[src/rtl/sqr_rebuild.sv]
// Rebuilds a radical from a square root and its remainder: radical = q*q + rem,
// computed by a serial shift-add multiplier. Optional macro SQR_REBUILD_REM_CHECK_EN adds rem_err.
module sqr_rebuild #(
    parameter int unsigned Q_WIDTH   = 8,
    parameter int unsigned R_WIDTH   = 9,
    parameter int unsigned RAD_WIDTH = 16
) (
    input  logic                 clk,
    input  logic                 aclr,
    input  logic                 ena,
    input  logic                 start,
    input  logic [Q_WIDTH-1:0]   q_in,
    input  logic [R_WIDTH-1:0]   rem_in,
    output logic                 busy,
    output logic                 done,
    output logic [RAD_WIDTH-1:0] radical,
    output logic                 ovf
`ifdef SQR_REBUILD_REM_CHECK_EN
    ,
    output logic                 rem_err
`endif
);

    localparam int unsigned ACC_W = 2 * Q_WIDTH + 1;
    localparam int unsigned CNT_W = (Q_WIDTH > 1) ? $clog2(Q_WIDTH) : 1;
    localparam logic [CNT_W-1:0] LAST_STEP = CNT_W'(Q_WIDTH - 1);

    typedef enum logic [1:0] {
        IDLE = 2'd0,
        MUL  = 2'd1,
        DONE = 2'd2
    } state_t;

    state_t               state, state_next;
    logic [Q_WIDTH-1:0]   mcand, mcand_next;
    logic [Q_WIDTH-1:0]   mplier, mplier_next;
    logic [ACC_W-1:0]     acc, acc_next;
    logic [CNT_W-1:0]     cnt, cnt_next;
    logic                 busy_next, done_next, ovf_next;
    logic [RAD_WIDTH-1:0] radical_next;
    logic [ACC_W-1:0]     addend_c, acc_sum_c;
    logic                 hi_bits_c;

    // One partial product per step; multiplicand shifted by the step index.
    assign addend_c  = mplier[cnt] ? (ACC_W'(mcand) << cnt) : '0;
    assign acc_sum_c = acc + addend_c;

    generate
        if (RAD_WIDTH < ACC_W) begin : g_ovf
            assign hi_bits_c = |acc_sum_c[ACC_W-1:RAD_WIDTH];
        end else begin : g_no_ovf
            assign hi_bits_c = 1'b0;
        end
    endgenerate

`ifdef SQR_REBUILD_REM_CHECK_EN
    localparam int unsigned CMP_W = (R_WIDTH > Q_WIDTH + 1) ? R_WIDTH : Q_WIDTH + 1;

    logic [R_WIDTH-1:0] rem_q, rem_q_next;
    logic               rem_err_next;
    logic               rem_bad_c;

    // A legal square-root remainder never exceeds 2*q.
    assign rem_bad_c = CMP_W'(rem_q) > CMP_W'({mcand, 1'b0});
`endif

    // Next-state and datapath update.
    always_comb begin
        state_next   = state;
        mcand_next   = mcand;
        mplier_next  = mplier;
        acc_next     = acc;
        cnt_next     = cnt;
        radical_next = radical;
        ovf_next     = ovf;
`ifdef SQR_REBUILD_REM_CHECK_EN
        rem_q_next   = rem_q;
        rem_err_next = rem_err;
`endif
        case (state)
            IDLE: begin
                if (start) begin
                    mcand_next  = q_in;
                    mplier_next = q_in;
                    acc_next    = ACC_W'(rem_in);
                    cnt_next    = '0;
                    state_next  = MUL;
`ifdef SQR_REBUILD_REM_CHECK_EN
                    rem_q_next  = rem_in;
`endif
                end
            end
            MUL: begin
                acc_next = acc_sum_c;
                cnt_next = cnt + CNT_W'(1);
                if (cnt == LAST_STEP) begin
                    cnt_next     = '0;
                    state_next   = DONE;
                    radical_next = RAD_WIDTH'(acc_sum_c);
                    ovf_next     = hi_bits_c;
`ifdef SQR_REBUILD_REM_CHECK_EN
                    rem_err_next = rem_bad_c;
`endif
                end
            end
            DONE: begin
                // A start seen here is dropped; a new request must arrive in IDLE.
                state_next = IDLE;
            end
            default: begin
                state_next = IDLE;
            end
        endcase
        busy_next = (state_next != IDLE);
        done_next = (state_next == DONE);
    end

    // State, datapath and output registers; everything freezes while ena is low.
    always_ff @(posedge clk or posedge aclr) begin
        if (aclr) begin
            state   <= IDLE;
            mcand   <= '0;
            mplier  <= '0;
            acc     <= '0;
            cnt     <= '0;
            busy    <= 1'b0;
            done    <= 1'b0;
            radical <= '0;
            ovf     <= 1'b0;
`ifdef SQR_REBUILD_REM_CHECK_EN
            rem_q   <= '0;
            rem_err <= 1'b0;
`endif
        end else if (ena) begin
            state   <= state_next;
            mcand   <= mcand_next;
            mplier  <= mplier_next;
            acc     <= acc_next;
            cnt     <= cnt_next;
            busy    <= busy_next;
            done    <= done_next;
            radical <= radical_next;
            ovf     <= ovf_next;
`ifdef SQR_REBUILD_REM_CHECK_EN
            rem_q   <= rem_q_next;
            rem_err <= rem_err_next;
`endif
        end
    end

endmodule

[config.mk]
export PLATFORM = sky130hd
export DESIGN_NAME = sqr_rebuild
export DESIGN_NICKNAME = d
export VERILOG_FILES = /design/src/rtl/sqr_rebuild.sv
export SDC_FILE = /design/constraint.sdc
export NUM_CORES = 1
export LEC_CHECK = 0
export BUFFER_PORTS_ARGS = -buffer_cell sky130_fd_sc_hd__buf_2
export CAP_MARGIN = 20
export CORE_MARGIN = 10
export CORE_UTILIZATION = 40
export DETAILED_ROUTE_END_ITERATION = 10
export PLACE_DENSITY = 0.62
export SLEW_MARGIN = 20
export SYNTH_ARGS = -nofsm -noshare
export SYNTH_HDL_FRONTEND = slang
export SYNTH_SLANG_ARGS = --single-unit
[constraint.sdc]
create_clock -name clk -period 2.8 [get_ports clk]
set_clock_uncertainty 0.05 [all_clocks]
set_input_delay 0.14 -clock clk [delete_from_list [all_inputs] [get_ports clk]]
set_output_delay 0.14 -clock clk [all_outputs]
set_load 0.1 [all_outputs]
==> qor.yml, run 1 <==
status: "complete, but fails checks"
failed_checks: "negative hold slack, negative setup slack"
synth_compound_area_share_pct: 19.4
yosysWarnings: 0
grt_pass1_vias: 2846
place_hpwl_mm: 5.83
muxShareOfSynthArea_pct: 10.5
die_x_um: 108
path_cells: "buf_4 -> mux2_2 -> o21ai_1 -> nor2_1 -> a21oi_2 -> nor2_2 -> ha_4 -> buf_4 -> a311oi_2 -> o211ai_1 -> a31oi_1 -> xor2_1 -> o21ai_1"
post-route-util_pct: 58.0
diodes: 0
gp_congestion: 0.845
grt_overflow: 0
crit_type: "register to register"
fillerInstances: 657
synth-simple-area-share_pct: 16.1
grt_max_degree: 50
syn_area_per_cell_um2: 9.00
worst_pin_slew_ns: 0.851
cp_slowest_cell: "a311oi_2"
dieArea_um2: 11700
vias: 2891
synth_top_family_by_area: "compound AO/OA/AOI/OAI gates"
clk_path_buf_depth: 2
synth-seq-cells: 49
synth_cell_types: 48
required_ns: 2.93
clkSinkCount: 49
regToRegSetupSlack_ns: -0.22
final_cell_mix: "buf_4 (58), nand2_1 (54), dfrtp_1 (48)"
final_area_um2: 4410
fin_crit_ns: 3.02
hold_viol: 49
cp_max_fo: 3
die_h_um: 108
slowest_delay_ns: 0.43
synth_top_flop_cell: "dfrtp_1"
wire_per_inst_um: 15.4
setup_viol: 20
rr_endpoint: "acc[10]"
avgViaCountPerCell: 5.27
syn_inst: 344
critPathCaptureType: "register"
max_freq_mhz: 331
postSynth.asyncResetShare_pct: 100
core_area_um2: 7610
max-slew-margin-rel_pct: 43.2
core.rowCount: 32
synthToLayoutAreaGrowth_pct: 42.6
startpoint: "cnt[1]"
cts_htree_levels: 2
floorplan.initialDensity_pct: 40.7
mostFrequentLayoutCell: "buf_4"
drv_cap: 0
synth_edf_count: 0
grt_use_total_pct: 14.0
slew_violations: 0
fin_hold_ws_ns: -0.0854
fin_cells: 549
synth_xor_area_share_pct: 3.68
critical_path_arrival_ns: 3.15
syn_nets: 383
clk_latency_ns: 0.31
drive_gt1_share_pct: 45.4
cp.buffers_inverters: 2
post_dp_cell_area_um2: 3780
drt-initial-drc-count: 74
cts_tree: "built"
grt_pass1_wl_mm: 13.4
drc: 0
layout_setup_ws_ns: -0.223
io_pins: 40
routed_wl_mm: 8.45
start_kind: "register"
crit_end: "acc[10]"
synthAdderAreaFrac_pct: 7.52
rsz0062_at_grt: "true"
place_ws_ns: -0.239
drtAntennaViolNets: 0
ys_seq_area_share_pct: 39.6
drtPass1Iterations: 4
numCtsBuffers: 5
grt_antenna_before_repair: 0
cp_top_family: "compound AO/OA/AOI/OAI gates"
syn-cell-area_um2: 3100
cts-root-buf: "clkbuf_8"
rr_startpoint: "cnt[1]"
hold_buffers: 0
port_buffers: 39
reg2reg_depth: 13
path_clk_slew_ns: 0.09
cp_num_cells: 13
finalCritPeriodShare_pct: 108
hold_class: "input port to asynchronous set/reset pin"
fin_nets: 487
dp.cells: 523
## through the flow
stage / TNS [ns] / hold slack (ns)
2_1_floorplan: -0.259 / 0.197
3_3_place_gp: -2.41 / 0.322
3_5_place_dp: -3.26 / 0.325
4_1_cts: -1.57 / 0.00519
5_1_grt: -5.69 / 0.00501
6_report: -2.14 / -0.0854
## cell type report
| cell class | count | area (µm²) | area share [%] |
|---|---|---|---|
| well taps | 102 | 128 | 2.89 |
| clock inverters | 1 | 5.00 | 0.113 |
| multi-input cells | 270 | 2130 | 48.3 |
| flip-flops and latches | 49 | 1230 | 27.8 |
| clock buffers | 5 | 68.8 | 1.56 |
| repair buffers | 113 | 820 | 18.6 |
| inverters | 9 | 35.0 | 0.794 |
## timing repair
item	CTS	global route
endpoints found under the setup margin	23	25
gates resized for setup	51	40
buffers inserted	18	3
pin swaps	35	25
## worst min path at each step
stage | startpoint | endpoint | slack, ns | cells after the start
2_1_floorplan | ena | state[1] | 0.20 | 1
3_3_place_gp | q_in[2] | mplier[2] | 0.32 | 2
3_5_place_dp | q_in[0] | mplier[0] | 0.32 | 2
4_1_cts | q_in[1] | mplier[1] | 0.005 | 2
5_1_grt | aclr | acc[16] | 0.005 | 2
6_report | aclr | radical[6] | -0.09 | 2
## logic make-up after synthesis
logic type / count (synthesis)
AND/OR/NAND/NOR: 116
adder cells (fa/ha/maj): 18
AO/OA/AOI/OAI: 95
buffers and inverters: 25
multiplexers: 28
flip-flops: 49
XOR/XNOR: 13
## cells in the mapped netlist, types with 2 or more instances
master,count,share of area (%)
xnor2_1,9,2.5
and4_1,2,0.57
buf_1,2,0.24
a211oi_1,3,0.73
mux2_2,17,6.2
clkbuf_1,11,1.3
nand2_1,59,7.2
nand2b_1,2,0.40
nor2b_1,3,0.61
dfrtp_1,49,40
a31oi_1,3,0.61
ha_1,17,6.9
nand4_1,2,0.40
a21oi_1,22,3.6
mux2i_1,9,2.9
o221ai_1,2,0.57
o21ai_0,31,5.0
buf_2,3,0.48
a21o_1,4,0.97
nand3_1,6,0.97
nor3_1,3,0.48
a22o_1,3,0.85
nor2_1,32,3.9
o21ai_1,13,2.1
mux4_2,2,1.5
xor2_1,4,1.1
o211ai_1,2,0.48
inv_1,9,1.1
## metal layers
metal / vias to the layer above / GRT usage [%] / wire [µm]
met5: - / 0 / 0
met2: 62 / 23.8 / 4200
met3: 22 / 3.21 / 343
li1: 1415 / - / -
met4: 0 / 4.39 / 229
met1: 1392 / 17.2 / 3680
## registers in the layout, summed over array words and instances, names as in the netlist
name,count
acc,17
radical,16
mplier,8
cnt,3
state,2
busy,1
done,1
ovf,1
Power of run 1 is not shown: default switching activity piles up to over one toggle a cycle in this logic, so the estimate is an artifact.
==> inputs of run 2 (changes only) <==
Settings changed: PLACE_DENSITY 0.62 to 0.6.
Clock period 2.8 ns to 3.76 ns, I/O delays scaled along.
==> run 2 against run 1 <==
Net effect: the run ends with negative hold slack left; routed wire length fell by 16%; final cell count down 13%; core utilization is 12 points lower; sequential share of layout area up 7.4 points; critical path depth shrank 1; via count shrank 14%; critical path type unchanged; critical endpoint is now acc[12]; largest cell class unchanged; highest routed layer unchanged.
==> qor.yml, run 2 (synthesis gave the netlist of run 1 again) <==
core.rowCount: 32  # unchanged
diodes: 0  # unchanged
drt-initial-drc-count: 124  # was 74
top_register: "acc"  # unchanged
finalCritPeriodShare_pct: 91.7  # was 108%
cp_slowest_cell: "dfrtp_1"  # was a311oi_2
post_cts_resized: 0  # was 51
cts_htree_levels: 2  # unchanged
hold_buffers: 0  # unchanged
numCtsBuffers: 5  # unchanged
status: "complete, but fails checks"  # unchanged
place_ws_ns: 0.349  # was -0.239 ns
start_kind: "register"  # unchanged
final_cell_mix: "nand2_1 (59), dfrtp_1 (49), buf_2 (39)"  # was buf_4 (58), nand2_1 (54), dfrtp_1 (48)
die_h_um: 108  # unchanged
reg.largest.list: "acc: 17 flops, radical: 16 flops, mplier: 8 flops"  # unchanged
drtAntennaViolNets: 0  # unchanged
synthToLayoutAreaGrowth_pct: 12.5  # was 42.6%
wire_per_inst_um: 14.8  # was 15.4 µm
cts_tree: "built"  # unchanged
final.setup.tns_ns: 0  # was -2.14 ns
post_cts_buffers: 0  # was 18
path_cells: "mux2_2 -> o21ai_0 -> nor2_1 -> a21oi_1 -> nor2_1 -> ha_1 -> a21o_1 -> a311oi_2 -> o21ai_1 -> a21oi_1 -> xor2_1 -> o21ai_0"  # was buf_4 -> mux2_2 -> o21ai_1 -> nor2_1 -> a21oi_2 -> nor2_2 -> ha_4 -> buf_4 -> a311oi_2 -> o211ai_1 -> a31oi_1 -> xor2_1 -> o21ai_1
post_dp_cell_area_um2: 3380  # was 3780 µm²
failed_checks: "negative hold slack"  # was negative hold slack, negative setup slack
setup_viol: 0  # was 20
critical_path_arrival_ns: 3.56  # was 3.15 ns
cts-root-buf: "clkbuf_8"  # unchanged
routed_wl_mm: 7.12  # was 8.45 mm
fillerInstances: 765  # was 657
grt_max_degree: 50  # unchanged
dieArea_um2: 11700  # unchanged
cp.buffers_inverters: 0  # was 2
critPathCaptureType: "register"  # unchanged
largest_reg_flops: 17  # unchanged
grt_overflow: 0  # unchanged
clkSinkCount: 49  # unchanged
gp_congestion: 0.851  # was 0.845
power.density_nw_per_um2: 971
place_hpwl_mm: 5.53  # was 5.83 mm
port_buffers: 39  # unchanged
fin_nets: 416  # was 487
hold_viol: 49  # unchanged
ir_worst_vdd_uv: 390
io_pins: 40  # unchanged
grt_use_total_pct: 12.7  # was 14.0%
drive_gt1_share_pct: 20.9  # was 45.4%
grt_pass1_wl_mm: 12.2  # was 13.4 mm
clk_path_buf_depth: 2  # unchanged
cp_top_family: "compound AO/OA/AOI/OAI gates"  # unchanged
die_x_um: 108  # unchanged
floorplan.initialDensity_pct: 40.7  # unchanged
grt_pass1_vias: 2487  # was 2846
rsz0062_at_grt: "false"  # was true
grt_antenna_before_repair: 0  # unchanged
required_ns: 3.88  # was 2.93 ns
p_leak_nw: 1.63
final_area_um2: 3480  # was 4410 µm²
avgViaCountPerCell: 5.19  # was 5.27
layout_setup_ws_ns: 0.312  # was -0.223 ns
drtPass1Iterations: 4  # unchanged
vias: 2490  # was 2891
fin_hold_ws_ns: -0.0224  # was -0.0854 ns
mostFrequentLayoutCell: "nand2_1"  # was buf_4
cp_max_fo: 17  # was 3
multi_input_area_um2: 1780  # was 2130 µm²
max_freq_mhz: 290  # was 331 MHz
drv_cap: 0  # unchanged
crit_type: "register to register"  # unchanged
drc: 0  # unchanged
core_area_um2: 7610  # unchanged
clk_latency_ns: 0.30  # was 0.31 ns
seq_area_um2: 1230  # about the same
fin_crit_ns: 3.45  # was 3.02 ns
slew_violations: 0  # unchanged
slowest_delay_ns: 0.73  # was 0.43 ns
path_clk_slew_ns: 0.09  # about the same
hold_class: "input port to asynchronous set/reset pin"  # unchanged
worst_pin_slew_ns: 0.860  # was 0.851 ns
max-slew-margin-rel_pct: 42.6  # was 43.2%
## run 2: cell types whose count changed in the layout (fill, tap and decap cells not counted), moves of 7 or more
cell     previous run  this run
buf_4              58         3
a21oi_1            12        22
ha_4                7         0
a21oi_2             8         1
buf_6              15         0
ha_1               10        17
o21ai_0            21        30
nor2_1             24        32
## run 2: path summary, 6_finish.rpt
path	start	endpoint	slack, ns	cells after the start
min reg2reg	radical[14]	radical[14]	0.43	2
min	aclr	radical[3]	-0.02	2
max reg2reg	cnt[1]	acc[12]	0.31	12
min in group clk	q_in[1]	mplier[1]	0.07	2
max	cnt[1]	acc[12]	0.31	12
max in group asynchronous	aclr	acc[8]	3.17	2
## run 2: per-layer routing
| layer | vias up | global-route usage, % | part of all wire (%) | routed length (µm) |
|---|---|---|---|---|
| met3 | 4 | 2.44 | 2.9 | 207 |
| met5 | - | 0 | 0 | 0 |
| li1 | 1282 | - | - | - |
| met4 | 0 | 2.77 | 0.94 | 67 |
| met1 | 1167 | 17.4 | 49 | 3500 |
| met2 | 37 | 20.3 | 47 | 3350 |
## run 2: report_power, final
group          switching [mW]  total, mW  internal, mW  leakage [nW]
Combinational            1.39       2.11         0.723         0.936
Clock                   0.178      0.345         0.167        0.0542
Sequential              0.205      0.926         0.722         0.637
## run 2: stage by stage
| stage | power, mW | std cells | utilization, % |
|---|---|---|---|
| final | 3.38 | 480 | 45.8 |
| after global routing | 3.65 | 480 | 45.8 |
| after CTS | 3.41 | 480 | 45.8 |
| after detailed placement | 3.06 | 472 | 44.4 |
| after global placement | 3.02 | 472 | 44.4 |
| after floorplan | 2.63 | 344 | - |
## run 2: cell type report
type / instances / area share [%]
Sequential cell: 49 / 35.2
Tap cell: 102 / 3.66
Inverter: 9 / 1.01
Clock inverter: 1 / 0.144
Timing Repair Buffer: 42 / 6.25
Clock buffer: 7 / 2.77
Multi-Input combinational cell: 270 / 51.0
No activity file was read; power rests on OpenSTA's default activity.
